==> src/rtl/mem_access_unit_pkg.sv <==
// Shared constants and types for the memory access unit.
// Control-word bit positions, FSM encoding and opcode field.
package mem_access_unit_pkg;

    localparam int MEMREAD  = 16;
    localparam int MEMWRITE = 15;
    localparam int IRWRITE  = 7;
    localparam int IORD     = 6;

    localparam int OPCODE_HI = 31;
    localparam int OPCODE_LO = 26;

    typedef enum logic {
        IDLE = 1'b0,
        BUSY = 1'b1
    } mau_state_t;

endpackage

==> src/rtl/mem_timeout_cnt.sv <==
// Busy-cycle counter for the memory access unit.
// Fires on the last permitted busy cycle with no ack.
module mem_timeout_cnt #(
    parameter int TIMEOUT = 255
) (
    input  logic clk,
    input  logic rst,
    input  logic clear,
    input  logic enable,
    output logic expired
);

    localparam int W = $clog2(TIMEOUT + 1);

    logic [W-1:0] count;

    always_ff @(posedge clk or posedge rst) begin
        if (rst) begin
            count <= '0;
        end else if (clear) begin
            count <= '0;
        end else if (enable) begin
            count <= count + 1'b1;
        end
    end

    assign expired = enable && (count == W'(TIMEOUT - 1));

endmodule

==> src/rtl/mem_access_unit.sv <==
// Multi-cycle memory access unit: issues one registered
// request per access and captures the result into IR or MDR.
module mem_access_unit
    import mem_access_unit_pkg::*;
#(
    parameter int TIMEOUT = 255
) (
    input  logic        CLK,
    input  logic        RST,
    input  logic [17:0] Ctrl,
    input  logic [31:0] PC,
    input  logic [31:0] ALUOut,
    input  logic [31:0] B,
    input  logic [31:0] MemRData,
    input  logic        MemAck,
    output logic        MemReq,
    output logic        MemWE,
    output logic [31:0] MemAddr,
    output logic [31:0] MemWData,
    output logic [31:0] IR,
    output logic [31:0] MDR,
    output logic [5:0]  OPCode,
    output logic        Stall,
    output logic        Err
);

    mau_state_t  state;
    logic        ir_wr_q;
    logic        rd;
    logic        wr;
    logic [31:0] addr_sel;
    logic        is_idle;
    logic        is_busy;
    logic        one_op;
    logic        aligned;
    logic        start;
    logic        bad;
    logic        cnt_en;
    logic        expired;
    logic        unused_ctrl;

    assign rd       = Ctrl[MEMREAD];
    assign wr       = Ctrl[MEMWRITE];
    assign addr_sel = Ctrl[IORD] ? ALUOut : PC;
    assign is_idle  = (state == IDLE);
    assign is_busy  = (state == BUSY);
    assign one_op   = rd ^ wr;
    assign aligned  = (addr_sel[1:0] == 2'b00);
    assign start    = is_idle && one_op && aligned;
    assign bad      = is_idle && (rd || wr) && !(one_op && aligned);
    assign cnt_en   = is_busy && !MemAck;

    assign unused_ctrl = ^{Ctrl[17], Ctrl[14:8], Ctrl[5:0]};

    mem_timeout_cnt #(
        .TIMEOUT(TIMEOUT)
    ) u_timeout (
        .clk    (CLK),
        .rst    (RST),
        .clear  (start),
        .enable (cnt_en),
        .expired(expired)
    );

    always_ff @(posedge CLK or posedge RST) begin
        if (RST) begin
            state    <= IDLE;
            MemReq   <= 1'b0;
            MemWE    <= 1'b0;
            MemAddr  <= '0;
            MemWData <= '0;
            ir_wr_q  <= 1'b0;
            IR       <= '0;
            MDR      <= '0;
            Err      <= 1'b0;
        end else begin
            unique case (state)
                IDLE: begin
                    if (start) begin
                        MemAddr  <= addr_sel;
                        MemWData <= B;
                        MemWE    <= wr;
                        ir_wr_q  <= Ctrl[IRWRITE];
                        MemReq   <= 1'b1;
                        state    <= BUSY;
                    end else if (bad) begin
                        Err <= 1'b1;
                    end
                end
                BUSY: begin
                    if (MemAck) begin
                        MemReq <= 1'b0;
                        MemWE  <= 1'b0;
                        // a write never touches IR or MDR
                        if (!MemWE) begin
                            if (ir_wr_q) IR <= MemRData;
                            else         MDR <= MemRData;
                        end
                        state <= IDLE;
                    end else if (expired) begin
                        Err    <= 1'b1;
                        MemReq <= 1'b0;
                        MemWE  <= 1'b0;
                        state  <= IDLE;
                    end
                end
                default: state <= IDLE;
            endcase
        end
    end

    assign OPCode = IR[OPCODE_HI:OPCODE_LO];

    // the abort cycle releases the control unit like an ack
    assign Stall = (is_idle && (rd || wr))
                 || (is_busy && !MemAck && !expired);

endmodule

==> config.mk <==
export PLATFORM = sky130hd
export DESIGN_NAME = mem_access_unit
export DESIGN_NICKNAME = d
export VERILOG_FILES = /design/src/rtl/mem_access_unit_pkg.sv /design/src/rtl/mem_timeout_cnt.sv /design/src/rtl/mem_access_unit.sv
export SDC_FILE = /design/constraint.sdc
export NUM_CORES = 1
export LEC_CHECK = 0
export CELL_PAD_IN_SITES_DETAIL_PLACEMENT = 0
export CELL_PAD_IN_SITES_GLOBAL_PLACEMENT = 1
export CORE_UTILIZATION = 30
export CTS_CLUSTER_DIAMETER = 100
export DETAILED_ROUTE_END_ITERATION = 7
export PLACE_DENSITY_LB_ADDON = 0.2
export SETUP_SLACK_MARGIN = 0.2
export SKIP_LAST_GASP = 1
export SYNTH_ARGS = -nofsm -noshare
export SYNTH_HDL_FRONTEND = slang
export SYNTH_SLANG_ARGS = --single-unit
==> constraint.sdc <==
create_clock -name CLK -period 12.65 [get_ports CLK]
set_clock_uncertainty 0.15 [all_clocks]
set_input_delay 2.53 -clock CLK [delete_from_list [all_inputs] [get_ports CLK]]
set_output_delay 2.53 -clock CLK [all_outputs]
set_load 0.005 [all_outputs]
# == Word level (Yosys, flattened, before mapping) ==
# Index checks and enable logic that the tools add are counted.
# word_totals
register_bits,141
elab_cells,60
input_bits,149
out_inout_bits,138
# classes
n_eq_ne,7
n_addsub,1
mux,18
bitwise,4
n_reduce_logical,20
# ops
operator,n
32-bit 2-to-1 mux,1
8-bit 2-to-1 mux,2
4-bit AND reduction,3
1-bit 2-to-1 mux,11
"8-bit by 1-bit adder with 8-bit output, second input constant",1
"8-bit == test, second input constant",1
1-bit logical AND,8
1-bit case mux with 2 select lines,4
"2-bit by 1-bit != test with 1-bit output, second input constant",3
"2-bit != test, second input constant",2
2-bit AND reduction,2
1-bit logical NOT,3
"3-bit by 2-bit != test with 1-bit output, second input constant",1
1-bit NOT,3
2-bit logical NOT,1
1-bit logical OR,2
2-bit nonzero test,1
1-bit XOR,1

# == Depth between registers and ports, before layout ==
# Gate-level depths: netlist of the first run.
# depth
word_depth,8
depth_mapped,6
depth_no_buf,5

# == Hierarchy ==
# From an unflattened synthesis of the first run, not the netlist that was laid out.
# hier_totals
cells_unflattened,384
hier_area_um2,5868.1
# by_module_without_submodules
mod,instances,cells_each,seq_area_each_um2,area_per_inst_um2
mem_access_unit,1,342,3328.2,5449.0
mem_timeout_cnt,1,42,200.2,419.2

# == Least setup slack after synthesis of the first run ==
# Ideal clock, no wire load.
# synth_timing
path_type,in2out
from,input port Ctrl[15]
to,output port Stall
n_path_buf,0
required_ns,9.970
cell_stages,3
slack_ns,7.042
arrival_ns,2.928
cell_sequence,inv_1 ha_1 o21ai_0
# synth_between
elab_chain_cells,3
# synth_rtl
element,line,source
start: declaration,mem_access_unit.sv:10,"input logic [17:0] Ctrl,"
1-bit logical OR,mem_access_unit.sv:115,assign Stall = (is_idle && (rd || wr))
1-bit logical AND,mem_access_unit.sv:115,
1-bit logical OR,mem_access_unit.sv:116,|| (is_busy && !MemAck && !expired);
end: declaration,mem_access_unit.sv:23,"output logic Stall,"
# Every way passes these cells.

# == Worst setup path in the final report of the first run ==
# layout_timing
from,input port MemAck
to,output port Stall
# layout_between
elab_chain_cells,6
# layout_rtl
element,line,source
start: declaration,mem_access_unit.sv:15,"input logic MemAck,"
1-bit logical NOT *,"mem_access_unit.sv:51, mem_access_unit.sv:116",
1-bit logical AND *,"mem_access_unit.sv:51, mem_access_unit.sv:116",
1-bit logical AND,mem_timeout_cnt.sv:27,assign expired = enable && (count == W'(TIMEOUT - 1));
1-bit logical NOT,mem_access_unit.sv:116,
1-bit logical AND *,mem_access_unit.sv:116,
1-bit logical OR *,mem_access_unit.sv:116,
# Mark *: on every way between the ends. The rest lies on a longest branch, timed or not.

==> results of run 1 <==
-- cells in the mapped netlist --
cell type,instances
sky130_fd_sc_hd__buf_4,12
sky130_fd_sc_hd__nand2_1,5
sky130_fd_sc_hd__o22ai_1,1
sky130_fd_sc_hd__nand2b_1,1
sky130_fd_sc_hd__buf_2,1
sky130_fd_sc_hd__xnor2_1,1
sky130_fd_sc_hd__o21ai_0,10
sky130_fd_sc_hd__or3_1,4
sky130_fd_sc_hd__ha_1,3
sky130_fd_sc_hd__nor3_1,3
sky130_fd_sc_hd__nor2_1,3
sky130_fd_sc_hd__nand4bb_1,1
sky130_fd_sc_hd__nand3b_1,1
sky130_fd_sc_hd__nand4_1,1
sky130_fd_sc_hd__a211o_1,1
sky130_fd_sc_hd__nor4b_1,1
sky130_fd_sc_hd__nor2b_1,4
sky130_fd_sc_hd__dfrtp_1,141
sky130_fd_sc_hd__a21oi_4,1
sky130_fd_sc_hd__mux2_2,99
sky130_fd_sc_hd__nor4bb_1,1
sky130_fd_sc_hd__or4_1,1
sky130_fd_sc_hd__o31ai_1,1
sky130_fd_sc_hd__a21oi_1,5
sky130_fd_sc_hd__or4b_4,1
sky130_fd_sc_hd__inv_1,6
sky130_fd_sc_hd__o211ai_1,1
sky130_fd_sc_hd__nand4b_1,3
sky130_fd_sc_hd__clkbuf_1,11
sky130_fd_sc_hd__nand3_1,2
sky130_fd_sc_hd__o311ai_0,1
sky130_fd_sc_hd__mux2_1,58
-- area by class of cell --
type	count	area (µm²)	share of cell area [%]
clock buffer	21	470	5.02
clock inverter	10	115	1.23
inverter	6	27.5	0.293
multi-input combinational	214	2150	22.9
sequential	141	3530	37.6
tap	260	325	3.47
timing repair buffer	277	2760	29.4
-- sequential cells by signal, summed over array words and instances (netlist names) --
register         count
MDR                 32
ir_wr_q              1
MemAddr             32
MemReq               1
IR                  32
is_busy              1
u_timeout.count      8
Err                  1
MemWData            32
MemWE                1
-- where the power goes --
group | internal (mW) | total, mW | switching (mW)
clock | 0.304 | 0.491 | 0.187
combinational | 0.462 | 0.650 | 0.188
sequential | 0.628 | 0.722 | 0.0938
total | 1.39 | 1.86 | 0.469
-- cell usage in the layout (no fill, tap or decap), types with 4 or more instances in the layout --
cell,n
sky130_fd_sc_hd__dfrtp_1,141
sky130_fd_sc_hd__nor2b_1,4
sky130_fd_sc_hd__o21ai_0,10
sky130_fd_sc_hd__inv_1,5
sky130_fd_sc_hd__clkbuf_16,17
sky130_fd_sc_hd__mux2_2,99
sky130_fd_sc_hd__a21oi_1,5
sky130_fd_sc_hd__mux2_1,58
sky130_fd_sc_hd__buf_4,5
sky130_fd_sc_hd__or3_1,4
sky130_fd_sc_hd__nand2_1,5
sky130_fd_sc_hd__clkdlybuf4s50_1,272
-- cell families (layout without fill, tap and decap cells) --
kind of cell | count (synthesis) | in the layout
mux | 157 | 157
flops | 141 | 141
simple gates | 32 | 32
buf+inv | 30 | 314
compound gates | 21 | 21
fa+ha+maj | 3 | 3
xor+xnor | 1 | 1
-- stage by stage --
| step | setup slack, ns | util, % | hold slack (ns) | power [mW] | cell area (µm²) |
|---|---|---|---|---|---|
| after global placement | 5.86 | 46.5 | 0.314 | 1.37 | 8790 |
| after global routing | 5.70 | 49.6 | 0.341 | 1.97 | 9380 |
| after floorplan | 6.19 | - | 0.311 | 0.929 | 5830 |
| final | 5.87 | 49.6 | 0.319 | 1.86 | 9380 |
| after CTS | 5.86 | 49.6 | 0.326 | 1.89 | 9380 |
| after detailed placement | 5.87 | 46.5 | 0.312 | 1.39 | 8790 |
-- routing by layer --
layer | GRT usage (%) | up-vias | share of wire (%)
li1 | - | 1917 | -
met1 | 17.1 | 2062 | 37
met2 | 28.9 | 115 | 55
met3 | 4.83 | 18 | 6.2
met4 | 6.45 | 0 | 2.1
met5 | 0 | - | 0
-- worst paths after layout --
kind                       startpoint     endpoint  slack (ns)  depth (start not counted)
setup / recovery               MemAck        Stall        5.87                          5
hold / removal                    Err          Err        0.32                          1
setup reg to reg              is_busy  MemWData[3]       10.30                          3
hold reg to reg                   Err          Err        0.32                          1
max in group asynchronous         RST  MemAddr[30]        8.49                          3
min in group asynchronous         RST  MemWData[8]        2.42                          2
==> impl_table.tex, run 1 <==
\begin{tabular}{lr}
\hline
Metric & Value \\
\hline
\multicolumn{2}{l}{\textbf{Critical path}} \\
\quad Slowest cell on crit path & sky130\_fd\_sc\_hd\_\_clkdlybuf4s50\_1 \\
\quad Kind of capture point of the worst setup path & output pin \\
\quad Critical Path RT & 9.97 ns \\
\quad Worst setup path category & in -> out \\
\quad Largest fanout of any net on the critical path & 7 \\
\quad Buffers \& Inverters on Critical Path & 2 \\
\quad Worst EP arrival & 4.10 ns \\
\quad Crit start category & input port \\
\quad Worst stage delay on the critical path & 0.57 ns \\
\quad Kind of cell adding the most delay to the critical path & buffers and inverters \\
\quad Worst path cell trace & clkdlybuf4s50\_1, nor2b\_1, o21ai\_0, o21ai\_0, clkdlybuf4s50\_1 \\
\multicolumn{2}{l}{\textbf{Timing}} \\
\quad Worst slew pin tran & between 0.9 and 1 ns \\
\quad Total Negative Setup Slacks & 0 ns \\
\quad Count of final hold-check violations & 0 \\
\quad Final setup fails & 0 \\
\quad Final min period & 6.78 ns \\
\quad Part of the cycle the worst path needs & 53.6\% \\
\quad Setup repair after global routing missed its margin & false \\
\quad Worst relative slew slack & 36.5\% \\
\quad Count of final max-slew check failures & 0 \\
\quad Highest achievable clock rate & 148 MHz \\
\multicolumn{2}{l}{\textbf{Route}} \\
\quad First DRT Iteration DRCs & 130 \\
\quad Routed via count & 4112 \\
\quad Detailed-route DRC error count & 0 \\
\quad Residual antenna-violating net count after detailed routing & 0 \\
\quad DR WL/cell & between 15 and 20 µm \\
\quad Iteration count of the initial detailed-routing pass & 4 \\
\quad Sum of routed wire length over all layers & approximately 15000 µm \\
\quad Detail-routed via count per cell & between 4 and 5 \\
\multicolumn{2}{l}{\textbf{GRT}} \\
\quad Gr ovfl total & 0 \\
\quad Initial antenna violation count & 0 \\
\quad Overall fraction of global-route tracks in use & between 15 and 20\% \\
\quad Via count of the first global-routing pass & 4514 \\
\quad Global-route wire length before repair & 24200 µm \\
\quad Maximum number of pins on one net before global-route repair & 75 \\
\multicolumn{2}{l}{\textbf{Yosys}} \\
\quad Sequential fraction of the synthesis area & 60.5\% \\
\quad Number of library cell types mapped by synthesis & 32 \\
\quad Combined area of all synthesized cells & 5830 µm² \\
\quad Cells after synthesis & 385 \\
\quad Dominant cell type by area after synthesis & sky130\_fd\_sc\_hd\_\_dfrtp\_1 \\
\quad Portion of synthesized cell area occupied by the leading cell type & 60.5\% \\
\quad Simple-gate share of the synthesized area & 3.47\% \\
\quad Syn nets & 537 \\
\quad Multiplexer share of the synthesized area & 30.3\% \\
\quad Largest cells by area after synthesis & sky130\_fd\_sc\_hd\_\_dfrtp\_1 60\%, sky130\_fd\_sc\_hd\_\_mux2\_2 19\%, sky130\_fd\_sc\_hd\_\_mux2\_1 11\%, sky130\_fd\_sc\_hd\_\_buf\_4 1.5\%, sky130\_fd\_sc\_hd\_\_o21ai\_0 0.86\% \\
\quad Dominant combinational cell family by area after synthesis & multiplexers \\
\quad Number of synthesis warnings & 0 \\
\quad Area share of fa/ha/maj cells after synthesis & 0.643\% \\
\quad FF+latch count, synth & 141 \\
\quad Area share of xor/xnor cells in the synthesized design & 0.150\% \\
\quad Post-synthesis average cell area & 15.2 µm² \\
\quad Compound-cell area share of the yosys netlist & around 2.2\% \\
\multicolumn{2}{l}{\textbf{Power and ir drop}} \\
\quad Leakage Power & 3.84 nW \\
\quad Worst ir drop on vdd & about 100 µV \\
\quad Cell Pwr Density & between 150 and 200 nW/µm² \\
\multicolumn{2}{l}{\textbf{Clock network}} \\
\quad Inserted Clock Buffers & 17 \\
\quad H-tree levels & 4 \\
\quad Clock tree from TritonCTS & built \\
\quad Number of buffers added for setup after CTS & 0 \\
\quad Clock latency of the later-clocked register in the worst-skew pair & 0.41 ns \\
\quad Post\_cts resized & 0 \\
\quad CTS max path bufs & 2 \\
\quad \# hold bufs at CTS & 0 \\
\quad Total clock sinks & $\sim$140 \\
\quad Clock Root Buffer & sky130\_fd\_sc\_hd\_\_clkbuf\_16 \\
\quad Clock input transition at the sequential cells of the worst setup and hold paths & about 0.05 ns \\
\multicolumn{2}{l}{\textbf{Final layout}} \\
\quad \# fillers & 1688 \\
\quad Fraction of layout instances using a drive strength above 1 & 20.6\% \\
\quad Antenna cell count & 0 \\
\quad Net total in the final layout & 809 \\
\quad Final Instance Count excl. Fillers & between 900 and 1000 \\
\quad Syn-to-layout area delta & 60.8\% \\
\multicolumn{2}{l}{\textbf{Floorplan}} \\
\quad I/O pin total & 287 \\
\quad Effective utilization at floorplan & 30.9\% \\
\quad Vert. Die Dim & $\sim$140 µm \\
\quad Number of cell rows & 50 \\
\quad Floorplan Core Area & 18900 µm² \\
\quad Floorplan die width & 141 µm \\
\quad Area of the die & approximately 20000 µm² \\
\multicolumn{2}{l}{\textbf{Flow run}} \\
\quad Max-cap violations & 0 \\
\multicolumn{2}{l}{\textbf{Worst hold path}} \\
\quad Worst Hold Class & reg -> reg \\
\multicolumn{2}{l}{\textbf{Placement}} \\
\quad Post-DP HPWL & 11200 µm \\
\quad Final estimated routing congestion in global placement & 0.728 \\
\quad Instance count after placement with tap cells included & 898 \\
\quad Quantity of I/O buffers inserted on ports & 272 \\
\multicolumn{2}{l}{\textbf{Status}} \\
\quad Run status & complete, no violations \\
\hline
\end{tabular}
Note: power is estimated with default switching activity, not from simulation.
==> run 2, diff against run 1 <==
Settings changed: CORE_UTILIZATION 30 to 28.
Clock period 12.65 ns to 6.2 ns, I/O delays scaled along.
==> impl_table.tex, run 2 (same netlist as run 1, synthesis figures left out) <==
\begin{tabular}{lr}
\hline
Metric & Value \\
\hline
\multicolumn{2}{l}{\textbf{Clock network}} \\
\quad Clock latency of the later-clocked register in the worst-skew pair & 0.41 ns \\
\quad Total clock sinks & $\sim$140 \\
\quad CTS max path bufs & 2 \\
\quad Clock input transition at the sequential cells of the worst setup and hold paths & 0.06 ns \\
\quad H-tree levels & 4 \\
\quad Clock Root Buffer & sky130\_fd\_sc\_hd\_\_clkbuf\_16 \\
\quad Clock tree from TritonCTS & built \\
\quad \# hold bufs at CTS & 0 \\
\quad Inserted Clock Buffers & 17 \\
\quad Number of buffers added for setup after CTS & 0 \\
\quad Post\_cts resized & 0 \\
\multicolumn{2}{l}{\textbf{Critical path}} \\
\quad Kind of capture point of the worst setup path & output pin \\
\quad FF-to-FF setup slack & 4.14 ns \\
\quad Worst setup path category & in -> out \\
\quad Number of cells on the worst reg-to-reg path & 3 \\
\quad Worst R2R Start & is\_busy \\
\quad Largest fanout of any net on the critical path & 7 \\
\quad Setup crit end & Stall \\
\quad Number of logic stages on the critical path including buffering & 5 \\
\quad Worst EP arrival & 2.85 ns \\
\quad Crit start category & input port \\
\quad Slowest cell on crit path & sky130\_fd\_sc\_hd\_\_clkdlybuf4s50\_1 \\
\quad Worst reg2reg path endpoint & MemAddr[4] \\
\quad Crit path launch & MemAck \\
\quad Worst path cell trace & clkdlybuf4s50\_1, nor2b\_1, o21ai\_0, o21ai\_0, clkdlybuf4s50\_1 \\
\quad Kind of cell adding the most delay to the critical path & buffers and inverters \\
\quad Worst stage delay on the critical path & 0.58 ns \\
\quad Critical Path RT & 4.81 ns \\
\quad Buffers \& Inverters on Critical Path & 2 \\
\multicolumn{2}{l}{\textbf{Route}} \\
\quad Sum of routed wire length over all layers & about 16000 µm \\
\quad Detail-routed via count per cell & $\sim$4.4 \\
\quad Routed via count & about 4100 \\
\quad Detailed-route DRC error count & 0 \\
\quad Residual antenna-violating net count after detailed routing & 0 \\
\quad Iteration count of the initial detailed-routing pass & 4 \\
\quad DR WL/cell & 16.6 µm \\
\quad First DRT Iteration DRCs & 112 \\
\multicolumn{2}{l}{\textbf{Final layout}} \\
\quad Antenna cell count & 0 \\
\quad Most frequent cells in the layout & 272 x sky130\_fd\_sc\_hd\_\_clkdlybuf4s50\_1, 141 x sky130\_fd\_sc\_hd\_\_dfrtp\_1, 99 x sky130\_fd\_sc\_hd\_\_mux2\_2 \\
\quad Fraction of layout instances using a drive strength above 1 & between 20\% and 30\% \\
\quad Most common cell after layout, fill and taps aside & sky130\_fd\_sc\_hd\_\_clkdlybuf4s50\_1 \\
\quad \# fillers & 1859 \\
\quad Net total in the final layout & 809 \\
\quad Syn-to-layout area delta & 62.3\% \\
\multicolumn{2}{l}{\textbf{Timing}} \\
\quad Final min period & 4.24 ns \\
\quad Highest achievable clock rate & roughly 240 MHz \\
\quad Final setup fails & 0 \\
\quad Count of final hold-check violations & 0 \\
\quad Count of final max-slew check failures & 0 \\
\quad Total Negative Setup Slacks & 0 ns \\
\quad Worst relative slew slack & between 30\% and 40\% \\
\quad Part of the cycle the worst path needs & 68.4\% \\
\quad Worst slew pin tran & 1.02 ns \\
\quad Setup repair after global routing missed its margin & false \\
\multicolumn{2}{l}{\textbf{Power and ir drop}} \\
\quad Switching Fraction & 25.0\% \\
\quad Power after layout & 3.92 mW \\
\quad P\_sw & 0.979 mW \\
\quad Fraction of power consumed by the clock network & approximately 28\% \\
\quad Comb pwr share & 34.0\% \\
\quad Worst ir drop on vdd & 197 µV \\
\quad Cell Pwr Density & 414 nW/µm² \\
\quad Part of the power in registers & between 30 and 40\% \\
\quad Cell internal pwr & 2.94 mW \\
\quad Leakage Power & 3.87 nW \\
\multicolumn{2}{l}{\textbf{Floorplan}} \\
\quad Floorplan die width & approximately 150 µm \\
\quad Effective utilization at floorplan & between 20 and 30\% \\
\quad I/O pin total & 287 \\
\quad Number of cell rows & 52 \\
\quad Area of the die & 21400 µm² \\
\quad Floorplan Core Area & 20300 µm² \\
\quad Vert. Die Dim & 146 µm \\
\multicolumn{2}{l}{\textbf{Worst hold path}} \\
\quad Worst Hold Class & reg -> reg \\
\multicolumn{2}{l}{\textbf{GRT}} \\
\quad Maximum number of pins on one net before global-route repair & between 100 and 150 \\
\quad Met2 track demand over resource in global routing & 28.2\% \\
\quad Overall fraction of global-route tracks in use & 15.0\% \\
\quad Most congested layer reported by global routing & met2 \\
\quad Gr ovfl total & 0 \\
\quad M1 GR Usage & 16.2\% \\
\quad Via count of the first global-routing pass & 4522 \\
\quad GR Util met3 & 3.97\% \\
\quad Initial antenna violation count & 0 \\
\quad Global-route wire length before repair & 24900 µm \\
\multicolumn{2}{l}{\textbf{Placement}} \\
\quad Post-DP HPWL & around 11000 µm \\
\quad Quantity of I/O buffers inserted on ports & roughly 270 \\
\quad Final estimated routing congestion in global placement & 0.741 \\
\multicolumn{2}{l}{\textbf{Flow run}} \\
\quad Max-cap violations & 0 \\
\multicolumn{2}{l}{\textbf{Status}} \\
\quad Run status & complete, no violations \\
\hline
\end{tabular}
run 2: cell count changes in the layout (fill, tap and decap cells not counted):
| cell | change |
|---|---|
| sky130_fd_sc_hd__bufinv_16 | +2 |
| sky130_fd_sc_hd__buf_12 | +1 |
| sky130_fd_sc_hd__inv_6 | +4 |
| sky130_fd_sc_hd__clkinv_4 | -1 |
| sky130_fd_sc_hd__clkinvlp_4 | -1 |
| sky130_fd_sc_hd__buf_4 | -1 |
| sky130_fd_sc_hd__clkinv_2 | -3 |
run 2: how the worst min path moves through the flow:
| stage | start | endpoint | slack, ns | cells after the start |
|---|---|---|---|---|
| 2_1_floorplan | Err | Err | 0.31 | 1 |
| 3_3_place_gp | MemWData[22] | MemWData[22] | 0.32 | 1 |
| 3_5_place_dp | Err | Err | 0.31 | 1 |
| 4_1_cts | Err | Err | 0.33 | 1 |
| 5_1_grt | MemAddr[12] | MemAddr[12] | 0.34 | 1 |
| 6_report | Err | Err | 0.33 | 1 |
run 2: cell type report:
type | instances | area, µm² | area share, %
sequential | 141 | 3530 | 37.3
timing repair buffer | 277 | 2770 | 29.3
multi-input combinational | 214 | 2150 | 22.7
clock buffer | 21 | 470 | 4.97
tap | 270 | 338 | 3.57
clock inverter | 11 | 179 | 1.89
inverter | 6 | 27.5 | 0.291
run 2: through the flow:
stage	util [%]	worst slack, ns	cell area [µm²]	hold WS (ns)	cells
finish	46.6	1.96	9470	0.328	940
global route	46.6	1.84	9470	0.343	940
global placement	43.4	1.98	8820	0.317	908
detailed placement	43.4	1.96	8820	0.307	908
floorplan	-	1.03	5830	0.311	385
CTS	46.6	1.95	9470	0.332	940
run 2: worst register-to-register path: stages, from the launching register on:
cell                      delay [ns]
sky130_fd_sc_hd__dfrtp_1        0.52
sky130_fd_sc_hd__a21oi_4        0.49
sky130_fd_sc_hd__buf_12         0.37
sky130_fd_sc_hd__mux2_2         0.43
run 2: power by group through the flow:
| stage | clock (mW) | sequential (mW) | combinational (mW) |
|---|---|---|---|
| 3_3_place_gp | 0 | 1.47 | 1.34 |
| 3_5_place_dp | 0 | 1.49 | 1.35 |
| 5_1_grt | 1.19 | 1.53 | 1.42 |
| 6_report | 1.11 | 1.47 | 1.33 |
| 2_1_floorplan | 0 | 1.50 | 0.396 |
| 4_1_cts | 1.15 | 1.48 | 1.36 |
run 2: per-layer routing:
metal | wire length, µm | up-vias
met3 | 795 | 16
met4 | 200 | 0
met1 | 5990 | 2078
met2 | 8660 | 119
li1 | - | 1923
met5 | 0 | -
==> run 3, diff against run 2 <==
Settings changed: CORE_UTILIZATION 28 to 30.
Clock period 6.2 ns to 4 ns, I/O delays scaled along.
==> impl_table.tex, run 3 (same netlist as run 1, synthesis figures left out) <==
\begin{tabular}{lr}
\hline
Metric & Value \\
\hline
\multicolumn{2}{l}{\textbf{Timing}} \\
\quad Count of final hold-check violations & 0 \\
\quad Total Negative Setup Slacks & 0 ns \\
\quad Final setup fails & 0 \\
\quad Final min period & $\sim$3.4 ns \\
\quad Worst relative slew slack & 39.7\% \\
\quad Count of final max-slew check failures & 0 \\
\quad Setup repair after global routing missed its margin & false \\
\quad Worst slew pin tran & 0.902 ns \\
\quad Part of the cycle the worst path needs & 84.2\% \\
\quad Highest achievable clock rate & 297 MHz \\
\multicolumn{2}{l}{\textbf{Final layout}} \\
\quad Net total in the final layout & about 810 \\
\quad Most common cell after layout, fill and taps aside & sky130\_fd\_sc\_hd\_\_clkdlybuf4s50\_1 \\
\quad Most frequent cells in the layout & 272 x sky130\_fd\_sc\_hd\_\_clkdlybuf4s50\_1, 141 x sky130\_fd\_sc\_hd\_\_dfrtp\_1, 99 x sky130\_fd\_sc\_hd\_\_mux2\_2 \\
\quad Fraction of layout instances using a drive strength above 1 & 20.8\% \\
\quad Syn-to-layout area delta & 61.2\% \\
\multicolumn{2}{l}{\textbf{Floorplan}} \\
\quad Vert. Die Dim & 141 µm \\
\quad Floorplan die width & 141 µm \\
\quad I/O pin total & 287 \\
\quad Effective utilization at floorplan & around 30\% \\
\quad Number of cell rows & 50 \\
\quad Area of the die & 20000 µm² \\
\quad Floorplan Core Area & 18900 µm² \\
\multicolumn{2}{l}{\textbf{GRT}} \\
\quad Gr ovfl total & 0 \\
\quad Overall fraction of global-route tracks in use & 16.3\% \\
\quad GR Util met3 & 5.53\% \\
\quad Global-route wire length before repair & 24700 µm \\
\quad Via count of the first global-routing pass & 4570 \\
\quad M1 GR Usage & 17.4\% \\
\quad Most congested layer reported by global routing & met2 \\
\quad Maximum number of pins on one net before global-route repair & 60 \\
\quad Met2 track demand over resource in global routing & a little under 30\% \\
\quad Initial antenna violation count & 1 \\
\multicolumn{2}{l}{\textbf{Placement}} \\
\quad Quantity of I/O buffers inserted on ports & 272 \\
\quad Final estimated routing congestion in global placement & about 0.74 \\
\quad Post-DP HPWL & roughly 11000 µm \\
\multicolumn{2}{l}{\textbf{Power and ir drop}} \\
\quad Power after layout & 5.81 mW \\
\quad Worst ir drop on vdd & 313 µV \\
\quad Cell Pwr Density & 618 nW/µm² \\
\quad Leakage Power & 3.84 nW \\
\multicolumn{2}{l}{\textbf{Clock network}} \\
\quad Clock Root Buffer & sky130\_fd\_sc\_hd\_\_clkbuf\_16 \\
\quad H-tree levels & 4 \\
\quad Inserted Clock Buffers & 17 \\
\quad CTS max path bufs & 2 \\
\quad Number of buffers added for setup after CTS & 0 \\
\quad \# hold bufs at CTS & 0 \\
\quad Clock latency of the later-clocked register in the worst-skew pair & approximately 0.40 ns \\
\quad Clock input transition at the sequential cells of the worst setup and hold paths & 0.06 ns \\
\quad Post\_cts resized & 0 \\
\quad Total clock sinks & between 100 and 150 \\
\quad Clock tree from TritonCTS & built \\
\multicolumn{2}{l}{\textbf{Critical path}} \\
\quad Number of cells on the worst reg-to-reg path & 4 \\
\quad Worst EP arrival & $\sim$2.4 ns \\
\quad Worst R2R Start & is\_busy \\
\quad Kind of capture point of the worst setup path & output pin \\
\quad Worst stage delay on the critical path & approximately 0.57 ns \\
\quad Worst reg2reg path endpoint & MDR[15] \\
\quad FF-to-FF setup slack & roughly 2.1 ns \\
\quad Kind of cell adding the most delay to the critical path & buffers and inverters \\
\quad Critical Path RT & 3.05 ns \\
\quad Buffers \& Inverters on Critical Path & 2 \\
\quad Largest fanout of any net on the critical path & 7 \\
\quad Worst setup path category & in -> out \\
\quad Slowest cell on crit path & sky130\_fd\_sc\_hd\_\_clkdlybuf4s50\_1 \\
\quad Crit start category & input port \\
\quad Worst path cell trace & clkdlybuf4s50\_1, nor2b\_1, o21ai\_0, o21ai\_0, clkdlybuf4s50\_1 \\
\multicolumn{2}{l}{\textbf{Route}} \\
\quad Sum of routed wire length over all layers & 15600 µm \\
\quad Detailed-route DRC error count & 0 \\
\quad First DRT Iteration DRCs & 116 \\
\quad Detail-routed via count per cell & between 4 and 5 \\
\quad Iteration count of the initial detailed-routing pass & 4 \\
\quad Residual antenna-violating net count after detailed routing & 0 \\
\quad DR WL/cell & 16.8 µm \\
\quad Routed via count & 4175 \\
\multicolumn{2}{l}{\textbf{Worst hold path}} \\
\quad Min-Delay Startpoint & MemWData[5] \\
\quad End point of the most critical hold path & MemWData[5] \\
\quad WHS Path Cells & 1 \\
\quad Worst Hold Class & reg -> reg \\
\multicolumn{2}{l}{\textbf{Flow run}} \\
\quad Max-cap violations & 0 \\
\multicolumn{2}{l}{\textbf{Status}} \\
\quad Run status & complete, no violations \\
\hline
\end{tabular}
==> run 3: changes by cell type in the layout (fill, tap and decap cells not counted) <==
cell | previous run | this run
sky130_fd_sc_hd__buf_12 | 1 | 3
sky130_fd_sc_hd__buf_4 | 4 | 5
sky130_fd_sc_hd__bufinv_16 | 4 | 1
sky130_fd_sc_hd__clkbuf_1 | 1 | 2
sky130_fd_sc_hd__clkbuf_8 | 3 | 2
sky130_fd_sc_hd__clkinv_2 | 0 | 3
sky130_fd_sc_hd__clkinv_4 | 1 | 2
sky130_fd_sc_hd__clkinvlp_4 | 2 | 5
sky130_fd_sc_hd__diode_2 | 0 | 1
sky130_fd_sc_hd__inv_6 | 5 | 0
==> run 3: area by class of cell <==
cell class	count	area [µm²]
diodes	1	2.50
multi-input cells	214	2150
repair buffers	280	2820
inverters	6	26.3
clock inverters	10	92.6
flip-flops and latches	141	3530
well taps	260	325
clock buffers	21	460
fillers	1683	9490
==> run 3: routing by layer <==
layer / routed length [µm] / vias up
li1: - / 1919
met1: 5870 / 2104
met2: 8320 / 129
met3: 1040 / 23
met4: 410 / 0
met5: 0 / -
==> run 3: worst max path at each step <==
stage             start          to  slack (ns)  cells past startpoint
6_report         MemAck       Stall        0.63                      5
5_1_grt          MemAck       Stall        0.54                      5
4_1_cts          MemAck       Stall        0.65                      5
3_5_place_dp   Ctrl[15]  MemAddr[3]        0.60                      7
3_3_place_gp     MemAck       Stall        0.64                      5
2_1_floorplan       RST         Err        1.29                      1
==> run 3: per-stage QoR <==
| step | instance area (µm²) | hold slack, ns | cells | setup WS (ns) | util, % |
|---|---|---|---|---|---|
| floorplan | 5840 | 0.311 | 385 | 1.29 | - |
| global placement | 8850 | 0.312 | 901 | 0.640 | 46.9 |
| detailed placement | 8850 | 0.323 | 901 | 0.599 | 46.9 |
| CTS | 9410 | 0.337 | 932 | 0.646 | 49.8 |
| global route | 9410 | 0.341 | 933 | 0.540 | 49.8 |
| finish | 9410 | 0.331 | 933 | 0.634 | 49.8 |
==> run 3: report_power, final <==
| group | switching (mW) | internal [mW] |
|---|---|---|
| Clock | 0.594 | 0.883 |
| Sequential | 0.292 | 1.99 |
| Combinational | 0.594 | 1.47 |
| Total | 1.48 | 4.34 |
